--- config.mk ---
export PLATFORM = sky130hd
export DESIGN_NAME = output_buffer_flat
export DESIGN_NICKNAME = d
export VERILOG_FILES = /design/src/rtl/output_buffer_if.sv /design/src/rtl/output_buffer.sv /design/src/flat_wrapper.sv
export SDC_FILE = /design/constraint.sdc
export NUM_CORES = 1
export LEC_CHECK = 0
export CORE_ASPECT_RATIO = 0.8
export CORE_MARGIN = 1.5
export CORE_UTILIZATION = 54
export DETAILED_ROUTE_END_ITERATION = 7
export HOLD_SLACK_MARGIN = 0.06
export PLACE_DENSITY = 0.75
export SLEW_MARGIN = 10
export SYNTH_ARGS = -nofsm -noshare
export SYNTH_HDL_FRONTEND = slang
export SYNTH_SLANG_ARGS = --single-unit
--- constraint.sdc ---
create_clock -name clk -period 3.8 [get_ports clk]
set_clock_uncertainty 0.1 [all_clocks]
set_input_delay 0.57 -clock clk [delete_from_list [all_inputs] [get_ports clk]]
set_output_delay 0.57 -clock clk [all_outputs]
set_load 0.05 [all_outputs]
--- src/rtl/output_buffer_if.sv ---
// output_buffer_if: streaming read-out channel of output_buffer.
// The buffer drives data/valid/last as master; the consumer drives ready.
interface output_buffer_if #(
  parameter int DATA_W = 32
);
  logic [DATA_W-1:0] out_data;
  logic              out_valid;
  logic              out_ready;
  logic              out_last;

  modport master (
    output out_data,
    output out_valid,
    output out_last,
    input  out_ready
  );

  modport slave (
    input  out_data,
    input  out_valid,
    input  out_last,
    output out_ready
  );
endinterface

--- src/rtl/output_buffer.sv ---
// output_buffer: DEPTH x DATA_W result store written by the accumulator and
// drained as a valid/ready stream of drain_len words starting at drain_base.
// Optional feature: define OUTPUT_BUFFER_CLEAR_ON_READ_EN to make draining
// destructive (each streamed entry drops its entry_valid flag).
module output_buffer #(
  parameter int DATA_W = 32,
  parameter int ADDR_W = 4
) (
  input  logic                   clk,
  input  logic                   rst,
  input  logic [DATA_W-1:0]      output_data,
  input  logic [ADDR_W-1:0]      output_buffer_addr,
  input  logic                   output_buffer_enable,
  input  logic                   drain_start,
  input  logic [ADDR_W-1:0]      drain_base,
  input  logic [ADDR_W:0]        drain_len,
  output_buffer_if.master        out_if,
  output logic                   busy,
  output logic                   drain_done,
  output logic [(2**ADDR_W)-1:0] entry_valid
);
  localparam int DEPTH = 2 ** ADDR_W;

  localparam logic [ADDR_W:0]   REM_ZERO = {(ADDR_W + 1){1'b0}};
  localparam logic [ADDR_W:0]   REM_ONE  = {{ADDR_W{1'b0}}, 1'b1};
  localparam logic [ADDR_W:0]   DEPTH_L  = {1'b1, {ADDR_W{1'b0}}};
  localparam logic [ADDR_W-1:0] PTR_ZERO = {ADDR_W{1'b0}};
  localparam logic [ADDR_W-1:0] PTR_ONE  = {{(ADDR_W - 1){1'b0}}, 1'b1};

  typedef enum logic [1:0] {
    ST_IDLE  = 2'd0,
    ST_DRAIN = 2'd1,
    ST_DONE  = 2'd2
  } state_t;

  state_t              state_r;
  state_t              state_s;
  logic [DATA_W-1:0]   mem_r [DEPTH];
  logic [ADDR_W-1:0]   ptr_r;
  logic [ADDR_W:0]     rem_r;
  logic [ADDR_W:0]     len_clamped_s;
  logic [DATA_W-1:0]   out_data_r;
  logic                out_valid_r;
  logic                out_last_r;
  logic                busy_r;
  logic                drain_done_r;
  logic [DEPTH-1:0]    entry_valid_r;
  logic                load_s;
  logic                finish_s;
  logic                start_s;
  logic                bypass_s;

  assign len_clamped_s = (drain_len > DEPTH_L) ? DEPTH_L : drain_len;
  assign start_s       = (state_r == ST_IDLE) && drain_start;
  // A write landing on the entry being loaded this cycle must be seen by the stream.
  assign bypass_s      = output_buffer_enable && (output_buffer_addr == ptr_r);

  assign out_if.out_data  = out_data_r;
  assign out_if.out_valid = out_valid_r;
  assign out_if.out_last  = out_last_r;
  assign busy             = busy_r;
  assign drain_done       = drain_done_r;
  assign entry_valid      = entry_valid_r;

  // State register.
  always_ff @(posedge clk) begin
    if (rst) begin
      state_r <= ST_IDLE;
    end else begin
      state_r <= state_s;
    end
  end

  // Next-state logic and per-cycle load/finish decisions.
  always_comb begin
    state_s  = state_r;
    load_s   = 1'b0;
    finish_s = 1'b0;
    case (state_r)
      ST_IDLE: begin
        if (drain_start) begin
          state_s = ST_DRAIN;
        end else begin
          state_s = ST_IDLE;
        end
      end
      ST_DRAIN: begin
        // The output slot is free when empty or when its beat is being taken.
        if (!out_valid_r || out_if.out_ready) begin
          if (rem_r != REM_ZERO) begin
            load_s = 1'b1;
          end else begin
            finish_s = 1'b1;
            state_s  = ST_DONE;
          end
        end else begin
          state_s = ST_DRAIN;
        end
      end
      ST_DONE: begin
        state_s = ST_IDLE;
      end
      default: begin
        state_s = ST_IDLE;
      end
    endcase
  end

  // Drain pointer, beat counter, registered stream outputs and status flags.
  always_ff @(posedge clk) begin
    if (rst) begin
      ptr_r        <= PTR_ZERO;
      rem_r        <= REM_ZERO;
      out_data_r   <= {DATA_W{1'b0}};
      out_valid_r  <= 1'b0;
      out_last_r   <= 1'b0;
      busy_r       <= 1'b0;
      drain_done_r <= 1'b0;
    end else begin
      if (start_s) begin
        ptr_r <= drain_base;
        rem_r <= len_clamped_s;
      end else if (load_s) begin
        out_data_r  <= bypass_s ? output_data : mem_r[ptr_r];
        out_valid_r <= 1'b1;
        out_last_r  <= (rem_r == REM_ONE);
        ptr_r       <= ptr_r + PTR_ONE;
        rem_r       <= rem_r - REM_ONE;
      end else if (finish_s) begin
        out_valid_r <= 1'b0;
        out_last_r  <= 1'b0;
      end else begin
        out_valid_r <= out_valid_r;
      end
      busy_r       <= (state_s != ST_IDLE);
      drain_done_r <= (state_s == ST_DONE);
    end
  end

  // Storage array; contents survive reset, entry_valid marks them stale.
  always_ff @(posedge clk) begin
    if (output_buffer_enable && !rst) begin
      mem_r[output_buffer_addr] <= output_data;
    end
  end

  // Per-entry written flags; a same-cycle write overrides a read clear.
  always_ff @(posedge clk) begin
    if (rst) begin
      entry_valid_r <= {DEPTH{1'b0}};
    end else begin
`ifdef OUTPUT_BUFFER_CLEAR_ON_READ_EN
      if (load_s) begin
        entry_valid_r[ptr_r] <= 1'b0;
      end
`endif
      if (output_buffer_enable) begin
        entry_valid_r[output_buffer_addr] <= 1'b1;
      end
    end
  end
endmodule

--- src/flat_wrapper.sv ---
// flat-port wrapper written by rule: the top's interface ports become plain ports
module output_buffer_flat 
#(
  parameter int DATA_W = 32,
  parameter int ADDR_W = 4
)
  (clk, rst, output_data, output_buffer_addr, output_buffer_enable, drain_start, drain_base, drain_len, busy, drain_done, entry_valid, out_if_out_data, out_if_out_valid, out_if_out_last, out_if_out_ready);
  output_buffer_if #(.DATA_W(DATA_W)) out_if_i ();
  input  logic clk;
  input  logic rst;
  input  logic [DATA_W-1:0] output_data;
  input  logic [ADDR_W-1:0] output_buffer_addr;
  input  logic output_buffer_enable;
  input  logic drain_start;
  input  logic [ADDR_W-1:0] drain_base;
  input  logic [ADDR_W:0] drain_len;
  output logic busy;
  output logic drain_done;
  output logic [(2**ADDR_W)-1:0] entry_valid;
  output wire logic [$bits(out_if_i.out_data)-1:0] out_if_out_data;
  output wire logic [$bits(out_if_i.out_valid)-1:0] out_if_out_valid;
  output wire logic [$bits(out_if_i.out_last)-1:0] out_if_out_last;
  input wire logic [$bits(out_if_i.out_ready)-1:0] out_if_out_ready;
  assign out_if_out_data = out_if_i.out_data;
  assign out_if_out_valid = out_if_i.out_valid;
  assign out_if_out_last = out_if_i.out_last;
  assign out_if_i.out_ready = out_if_out_ready;
  output_buffer #(.DATA_W(DATA_W), .ADDR_W(ADDR_W)) u_core (.clk(clk), .rst(rst), .output_data(output_data), .output_buffer_addr(output_buffer_addr), .output_buffer_enable(output_buffer_enable), .drain_start(drain_start), .drain_base(drain_base), .drain_len(drain_len), .out_if(out_if_i), .busy(busy), .drain_done(drain_done), .entry_valid(entry_valid));
endmodule
## After elaboration in Yosys (flattened, before gate mapping)

Memory sizes are Yosys's and may differ from the RTL's. A register that Yosys moved wholly into a read port is not among the register bits.
Index checks and enable logic that the tools add are counted.

| storage, ports and cells | value |
|---|---|
| input port bits | 50 |
| bits in writable memories | 512 |
| register bits | 31 |
| logic and storage cells | 54 |
| memories | 1 |

Memory list:

| memory | words | width | read ports | clocked after Yosys merged registers in | wr ports | line | text |
|---|---|---|---|---|---|---|---|
| u_core.mem_r | 16 | 32 | 1 | 1 | 1 | output_buffer.sv:38 | `logic [DATA_W-1:0] mem_r [DEPTH];` |

| operators by class | value |
|---|---|
| add/sub/neg operators | 2 |
| order comparisons | 3 |
| bitwise logic cells | 2 |
| equality and inequality tests | 3 |
| muxes and demuxes | 22 |
| reduce and logical (&&, ||, !) cells | 13 |

Operators by type and width:

| operator | count |
|---|---|
| $or 16x16->16 | 1 |
| $mux 5 | 3 |
| $mux 1 | 13 |
| $mux 4 | 2 |
| $reduce_bool 2->1 | 3 |
| $eq 5x1->1 const B | 1 |
| $gt 5x5->1 const B | 1 |
| $lt 4x5->1 const B | 1 |
| $reduce_bool 5->1 | 1 |
| $sub 5x1->5 const B | 1 |
| $add 4x1->4 const B | 1 |
| $demux 1 s4 | 1 |
| $ge 4x1->1 const B | 1 |
| $mux 2 | 2 |
| $pmux 2 s2 | 1 |
| $reduce_and 2->1 | 2 |
| $logic_and 1x1->1 | 3 |
| $eq 2x1->1 const B | 1 |
| $eq 2x2->1 const B | 1 |
| $logic_not 1->1 | 2 |
| $logic_not 2->1 | 1 |
| $logic_or 1x1->1 | 1 |
| $not 1->1 | 1 |

## Logic depth before layout (Yosys ltp)

Gate-level depths: netlist (run 1).

| depth | value |
|---|---|
| depth after elaboration | 6 |
| mapped depth | 8 |
| mapped depth without buffers | 6 |

## Worst setup path after synthesis (run 1)

No wires, ideal clock.

| path | value |
|---|---|
| kind | in2reg |
| from | in rst |
| to | mem u_core.mem_r[0][0], enable pin |
| setup time | 464 ps |
| path buffers | 1 |
| stages on the path | 4 |
| path slack | -300 ps |
| data required time | 3236 ps |
| arrival | 3537 ps |
| cell sequence | clkbuf_1 > nand2b_1 > or3_1 > nor3_1 |

| between the ends | value |
|---|---|
| longest elaborated chain between the ends | 4 |

Ends and longest elaborated chain:

| what | line | text |
|---|---|---|
| from (decl) | flat_wrapper.sv:10 | `input logic rst;` |
| $logic_not 1->1 | output_buffer.sv:142 | `if (output_buffer_enable && !rst) begin` |
| $logic_and 1x1->1 | output_buffer.sv:142 |  |
| $mux 1 | output_buffer.sv:142 |  |
| $mux 1 (not written as such) | output_buffer.sv:143 | `mem_r[output_buffer_addr] <= output_data;` |
| to (decl) | output_buffer.sv:38 |  |

No other way between the ends.

## Worst setup path after layout (run 1)

| path | value |
|---|---|
| from | reg u_core.rem_r[0] |
| to | reg u_core.out_data_r[14] (netlist: u_core.out_if.out_data[14]) (read register of u_core.mem_r) |

| between the ends | value |
|---|---|
| longest elaborated chain between the ends | 5 |

Ends and longest elaborated chain:

| what | line | text |
|---|---|---|
| from (decl) | output_buffer.sv:40 | `logic [ADDR_W:0] rem_r;` |
| from (signal assigned) | output_buffer.sv:122 | `rem_r <= len_clamped_s;` |
| from (signal assigned) | output_buffer.sv:128 | `rem_r <= rem_r - REM_ONE;` |
| $reduce_bool 5->1 | output_buffer.sv:90 | `if (rem_r != REM_ZERO) begin` |
| $mux 1 | output_buffer.sv:90 |  |
| $mux 1 | output_buffer.sv:89 | `if (!out_valid_r \|\| out_if.out_ready) begin` |
| $mux 1 | output_buffer.sv:79 | `case (state_r)` |
| $reduce_and 2->1 (no source line) | - |  |
| to (decl) | output_buffer.sv:42 | `logic [DATA_W-1:0] out_data_r;` |

No other way between the ends.
A chain may end at the register's enable or synchronous reset.

==> impl_metrics.env, run 1 <==
export IMPL_max_cap_violations=0
export IMPL_period_minus_slack_ns=2.640
export IMPL_first_iter_violations=1346
export IMPL_placedCellCount=1816
export IMPL_synth_top_family_by_area="multiplexers"
export IMPL_seq_area_sq_um=16650
export IMPL_finalHoldViolCount=0
export IMPL_die_x_um=232.1
export IMPL_power_share_sequential=0.494
export IMPL_status="complete, no violations"
export IMPL_rr_startpoint="u_core.rem_r[0]"
export IMPL_multiInputGateArea_sq_um=5660
export IMPL_nNetsFinal=1382
export IMPL_syn2layout_area_growth_pct=16.81
export IMPL_grt_pass1_wl_mm=76.76
export IMPL_p_switching_w=0.003480
export IMPL_critPathSlowestCell="nor4_1"
export IMPL_synth_most_common_cell="edfxtp_1"
export IMPL_ys_seq_area_frac=0.7340
export IMPL_rows=66
export IMPL_leakage_nw=8.312
export IMPL_grt_ovfl_total=0
export IMPL_ctsResizeCount=0
export IMPL_setup_viol=0
export IMPL_start_util=0.5523
export IMPL_htree_levels=2
export IMPL_internal_power_w=0.01101
export IMPL_clk_pin_slew_ns=0.07
export IMPL_critical_path_arrival_ns=2.97
export IMPL_place_hpwl_mm=30.24
export IMPL_grt_met1_usage=0.3494
export IMPL_synth_compound_area_share=0.06326
export IMPL_synth_edf_count=512
export IMPL_numPortBuffers=101
export IMPL_synthMuxAreaShare=0.1384
export IMPL_tightest_slew_ns=1.176
export IMPL_ant_nets=0
export IMPL_synth_common_cells="edfxtp_1 (512), mux4_2 (96), mux2i_1 (85)"
export IMPL_grt_util_met2=0.3827
export IMPL_fin_tns_setup_ns=0
export IMPL_netlist_area_leader_share=0.6783
export IMPL_syn_inst=1192
export IMPL_grt_use_met3=0.04314
export IMPL_slowest_delay_ns=0.47
export IMPL_num_vias=12203
export IMPL_crit_required_ns=4.14
export IMPL_p_clk_frac=0.376
export IMPL_grt_max_degree=67
export IMPL_ctsHoldBuffers=0
export IMPL_hold_path_class="flop to flop"
export IMPL_viasPerCell=6.372
export IMPL_drive_gt1_frac=0.2305
export IMPL_yosys_area_top_type="edfxtp_1"
export IMPL_finalCritPeriodShare=0.6946
export IMPL_synth_ff_latch_count=575
export IMPL_route_detailed_drc=0
export IMPL_wl_per_cell_um=26.96
export IMPL_ios=102
export IMPL_clk_latency_ns=0.57
export IMPL_post_synth_xor_area_fraction=0.004251
export IMPL_fillers=2715
export IMPL_antenna_cells=0
export IMPL_timing_fmax_mhz=378.9
export IMPL_cts_sinks=575
export IMPL_peakVddDrop_mv=0.3497
export IMPL_crit_path_start="u_core.rem_r[0]"
export IMPL_slew_headroom=0.2150
export IMPL_syn_area_sq_um=22670
export IMPL_rsz0062_at_grt="false"
export IMPL_avgSynthCellArea_sq_um=19.01
export IMPL_ys_warn_count=0
export IMPL_power_density_nw_per_um2=547.4
export IMPL_dieArea_sq_um=43220
export IMPL_crit_path_cell_trace="inv_1 -> ha_1 -> or4b_1 -> nand3_4 -> buf_4 -> nor4_1 -> a211oi_1"
export IMPL_clockBufferDepth=3
export IMPL_crit_type="flop to flop"
export IMPL_end_kind="flop"
export IMPL_synth_ff_type="edfxtp_1"
export IMPL_cp_max_fo=16
export IMPL_synthTopCellsByArea="edfxtp_1 (68%), mux4_2 (9.5%), dfxtp_1 (5.6%)"
export IMPL_die_y_um=186.2
export IMPL_grt_pass1_vias=12145
export IMPL_holdCritStartpoint="u_core.entry_valid[4]"
export IMPL_synthArstFlopShare=0
export IMPL_synthDistinctLibCells=49
export IMPL_synth_simple_area_share=0.03483
export IMPL_drv_slew=0
export IMPL_postSynthNetCount=1246
export IMPL_synthAdderAreaFrac=0.002208
export IMPL_combPwrFrac=0.130
export IMPL_cts_buffers=54
export IMPL_root_buffer="clkbuf_16"
export IMPL_gp_congestion=0.8100
export IMPL_routed_wirelength_mm=51.64
export IMPL_antenna_found_initial=0
export IMPL_grt_usage=0.2428
export IMPL_firstDrtPassIters=5
export IMPL_start_kind="flop"
export IMPL_layoutNonFillerInstCount=1915
export IMPL_grt_busiest_layer="met2"
export IMPL_cts_setup_buffers=0
export IMPL_coreArea_sq_um=41040
export IMPL_switching_share=0.2401
export IMPL_cts_tree="built"
-- worst max-delay path, delay by kind of cell (launching register included) --
family | cells | cell delay [ns]
flip-flops | 1 | 0.40
buffers and inverters | 2 | 0.43
AO/OA/AOI/OAI | 1 | 0.09
AND/OR/NAND/NOR | 3 | 1.23
adder cells (fa/ha/maj) | 1 | 0.24
-- placed cells by master (no fill, tap or decap), types with 10 or more instances in the layout --
cell type / count
a211oi_1: 37
a221oi_1: 14
a2bb2oi_1: 21
buf_12: 11
buf_4: 56
clkbuf_1: 12
clkbuf_16: 57
clkbuf_8: 10
clkdlybuf4s50_1: 100
dfxtp_1: 59
edfxtp_1: 512
mux2_2: 11
mux2i_1: 85
mux4_2: 96
nand2_1: 29
nand3_1: 23
nor2_1: 11
nor2_4: 12
nor4_1: 17
o21ai_0: 27
o221a_2: 21
o32ai_1: 18
or4_1: 16
-- layer usage --
layer | vias to the layer above | part of all wire
met1 | 6302 | 0.42
met5 | - | 0
met3 | 90 | 0.078
met4 | 0 | 0.027
li1 | 5251 | -
met2 | 560 | 0.47
-- path summary, 6_finish.rpt --
kind                                                   end  slack, ns  depth (start not counted)
worst max-delay path            u_core.out_if.out_data[14]       1.16                          7
worst min-delay path                 u_core.entry_valid[4]       0.35                          1
worst max register to register  u_core.out_if.out_data[14]       1.16                          7
worst min register to register       u_core.entry_valid[4]       0.35                          1
-- power groups by stage --
stage / Clock (W) / Combinational, W / Sequential, W
after global placement: 0 / 0.00185 / 0.00729
final: 0.00544 / 0.00189 / 0.00716
after global routing: 0.00575 / 0.00199 / 0.00717
after detailed placement: 0 / 0.00188 / 0.00730
after CTS: 0.00552 / 0.00189 / 0.00716
after floorplan: 0 / 0.00114 / 0.00741
-- kinds of logic after synthesis --
family,after synthesis
adders and majority gates,4
xor gates and xnor gates,11
AOI/OAI and AO/OA,172
muxes,192
buffers and inverters,94
and+or+nand+nor,144
DFF,575
-- registers in the layout, indices dropped and copies added (netlist names) --
register / flops
u_core.out_if.out_valid: 1
u_core.mem_r: 512
u_core.entry_valid: 16
u_core.state_r: 2
u_core.drain_done: 1
u_core.out_if.out_data: 32
u_core.ptr_r: 4
u_core.busy: 1
u_core.rem_r: 5
u_core.out_if.out_last: 1
-- final cells by class --
cell class	count	share of cell area
inverters	6	0.0008506
well taps	544	0.02571
clock inverters	20	0.007892
multi-input cells	523	0.2138
flip-flops and latches	575	0.6288
clock buffers	79	0.06077
repair buffers	168	0.06219
-- metrics by stage --
step / utilization / power [W] / worst slack [ns] / cell area, sq um / hold slack [ns]
final: 0.6451 / 0.01449 / 1.160 / 26480 / 0.3524
after global routing: 0.6451 / 0.01492 / 1.060 / 26480 / 0.3674
after CTS: 0.6451 / 0.01457 / 1.199 / 26480 / 0.3583
after detailed placement: 0.6008 / 0.009177 / 0.8133 / 24660 / 0.3453
after global placement: 0.6008 / 0.009139 / 0.8233 / 24660 / 0.3387
after floorplan: - / 0.008554 / 0.5773 / 22690 / 0.3367
No activity file was read; power rests on OpenSTA's default activity.
==> run 2: changes to the inputs <==
- CORE_UTILIZATION: 54 -> 60
- PLACE_DENSITY: 0.75 -> 0.79
- clock period: 3.8 -> 2.45 ns (I/O delays scaled with it)
==> run 2 against run 1 <==
  * Sequential share of layout area decreased by 1.5 points
  * Utilization increased by 8.6 points
  * Hold slack got worse by 0.067 ns
  * Via count increased by 7.2%
  * Largest cell class unchanged
==> impl_metrics.env, run 2 (synthesis results as in run 1) <==
export IMPL_rsz0062_at_grt="false"
export IMPL_drv_slew=0
export IMPL_pre_cts_ws_ns=-0.08349
export IMPL_power_w=0.02267
export IMPL_grt_ovfl_total=0
export IMPL_clk_pin_slew_ns=0.06
export IMPL_numPortBuffers=101
export IMPL_rrSetupSlack_ns=0.07
export IMPL_cts_buffers=53
export IMPL_critical_path_arrival_ns=2.73
export IMPL_r2r_cells=5
export IMPL_slew_headroom=0.1788
export IMPL_finalCritPeriodShare=0.9709
export IMPL_rr_startpoint="u_core.ptr_r[0]"
export IMPL_critical_path_depth=5
export IMPL_period_minus_slack_ns=2.379
export IMPL_holdPathStages=3
export IMPL_place_hpwl_mm=32.25
export IMPL_timing_fmax_mhz=420.4
export IMPL_cpLargestDelayFamily="simple AND/OR/NAND/NOR gates"
export IMPL_grt_max_degree=67
export IMPL_slowest_delay_ns=0.95
export IMPL_drive_gt1_frac=0.2595
export IMPL_wl_per_cell_um=29.56
export IMPL_grt_pass1_vias=13179
export IMPL_cp_max_fo=32
export IMPL_syn2layout_area_growth_pct=19.69
export IMPL_viasPerCell=6.835
export IMPL_root_buffer="clkbuf_16"
export IMPL_die_x_um=220.3
export IMPL_tightest_slew_ns=1.229
export IMPL_peakVddDrop_mv=0.4903
export IMPL_rows=63
export IMPL_timing_critical_path_buf_inv=1
export IMPL_crit_type="flop to flop"
export IMPL_final_cell_mix="edfxtp_1 (512), clkdlybuf4s50_1 (100), mux4_2 (96)"
export IMPL_crit_required_ns=2.80
export IMPL_ctsHoldBuffers=0
export IMPL_coreArea_sq_um=37130
export IMPL_r2r_end="u_core.out_if.out_data[24]"
export IMPL_cts_tree="built"
export IMPL_die_y_um=176.8
export IMPL_first_iter_violations=1693
export IMPL_power_density_nw_per_um2=835.7
export IMPL_start_kind="flop"
export IMPL_route_detailed_drc=0
export IMPL_start_util=0.6105
export IMPL_largest_reg_flops=512
export IMPL_clk_latency_ns=0.59
export IMPL_num_vias=13076
export IMPL_htree_levels=2
export IMPL_gp_congestion=0.8448
export IMPL_grt_usage=0.2976
export IMPL_mostFrequentLayoutCell="edfxtp_1"
export IMPL_leakage_nw=8.659
export IMPL_critPathSlowestCell="nor2b_4"
export IMPL_status="complete, no violations"
export IMPL_ios=102
export IMPL_dieArea_sq_um=38960
export IMPL_finalHoldViolCount=0
export IMPL_crit_path_start="u_core.ptr_r[0]"
export IMPL_end_kind="flop"
export IMPL_critPathCapture="u_core.out_if.out_data[24]"
export IMPL_clockBufferDepth=3
export IMPL_antenna_found_initial=1
export IMPL_setup_ws_ns=0.07124
export IMPL_regMostFlops="u_core.mem_r"
export IMPL_nNetsFinal=1435
export IMPL_grt_pass1_wl_mm=83.35
export IMPL_cts_sinks=575
export IMPL_crit_path_cell_trace="buf_12 -> nor2b_4 -> a221oi_1 -> o21ai_0 -> a211oi_1"
export IMPL_firstDrtPassIters=5
export IMPL_hold_path_class="input port to flop"
export IMPL_antenna_cells=0
export IMPL_routed_wirelength_mm=56.55
export IMPL_ant_nets=0
export IMPL_max_cap_violations=0
export IMPL_setup_viol=0
run 2: changes by cell type in the layout (fill, tap and decap cells not counted), sizes merged:
cell,delta
buf,+54
bufinv,+1
clkbuf,-6
clkinv,+6
clkinvlp,-1
inv,+1
run 2: worst min-delay path by stage:
stage / from / to / slack (ns)
finish: drain_len[1] / u_core.rem_r[1] / 0.29
global route: drain_len[1] / u_core.rem_r[1] / 0.30
global placement: u_core.entry_valid[15] / u_core.entry_valid[15] / 0.33
floorplan: u_core.state_r[1] / u_core.busy / 0.34
CTS: drain_len[1] / u_core.rem_r[1] / 0.27
detailed placement: u_core.entry_valid[15] / u_core.entry_valid[15] / 0.34
run 2: report_power, final:
| group | total (W) | internal (W) | leakage [nW] | switching [W] |
|---|---|---|---|---|
| combinational | 0.00319 | 0.00138 | 2.65 | 0.00181 |
| sequential | 0.0111 | 0.0109 | 5.13 | 0.000189 |
| clock | 0.00840 | 0.00486 | 0.875 | 0.00354 |
run 2: cell type report:
cell class / instances / area, sq um
multi-input cells: 523 / 5660
well taps: 487 / 609.3
clock buffers: 73 / 1515
inverters: 6 / 22.52
flip-flops and latches: 575 / 16650
fillers: 2107 / 10000
clock inverters: 27 / 269.0
repair buffers: 222 / 2402
run 2: what timing repair did:
action	CTS	global route
endpoints found under the setup margin	20	0
gates resized for setup	0	0
setup buffers	1	0
run 2: per-layer routing:
metal,GRT usage,part of all wire,up-vias
met1,0.4187,0.39,6755
met3,0.05378,0.10,135
met2,0.4774,0.49,855
met5,0,0,-
met4,0.09807,0.027,0
li1,-,-,5331
run 2: worst register-to-register path: cells and delay by family, from the launching register on:
family                 cells  cell delay (ns)
flip-flops                 1             0.44
AO/OA/AOI/OAI              3             0.55
AND/OR/NAND/NOR            1             0.95
buffers and inverters      1             0.21
run 2: stage by stage:
stage | area [sq um] | instances | utilization | setup TNS, ns | hold slack, ns
global placement | 25340 | 1812 | 0.6824 | 0 | 0.3338
detailed placement | 25340 | 1812 | 0.6824 | -0.7695 | 0.3403
finish | 27130 | 1913 | 0.7307 | 0 | 0.2853
floorplan | 22710 | 1192 | - | -143.36 | 0.3367
CTS | 27130 | 1913 | 0.7307 | 0 | 0.2695
global route | 27130 | 1913 | 0.7307 | 0 | 0.3023
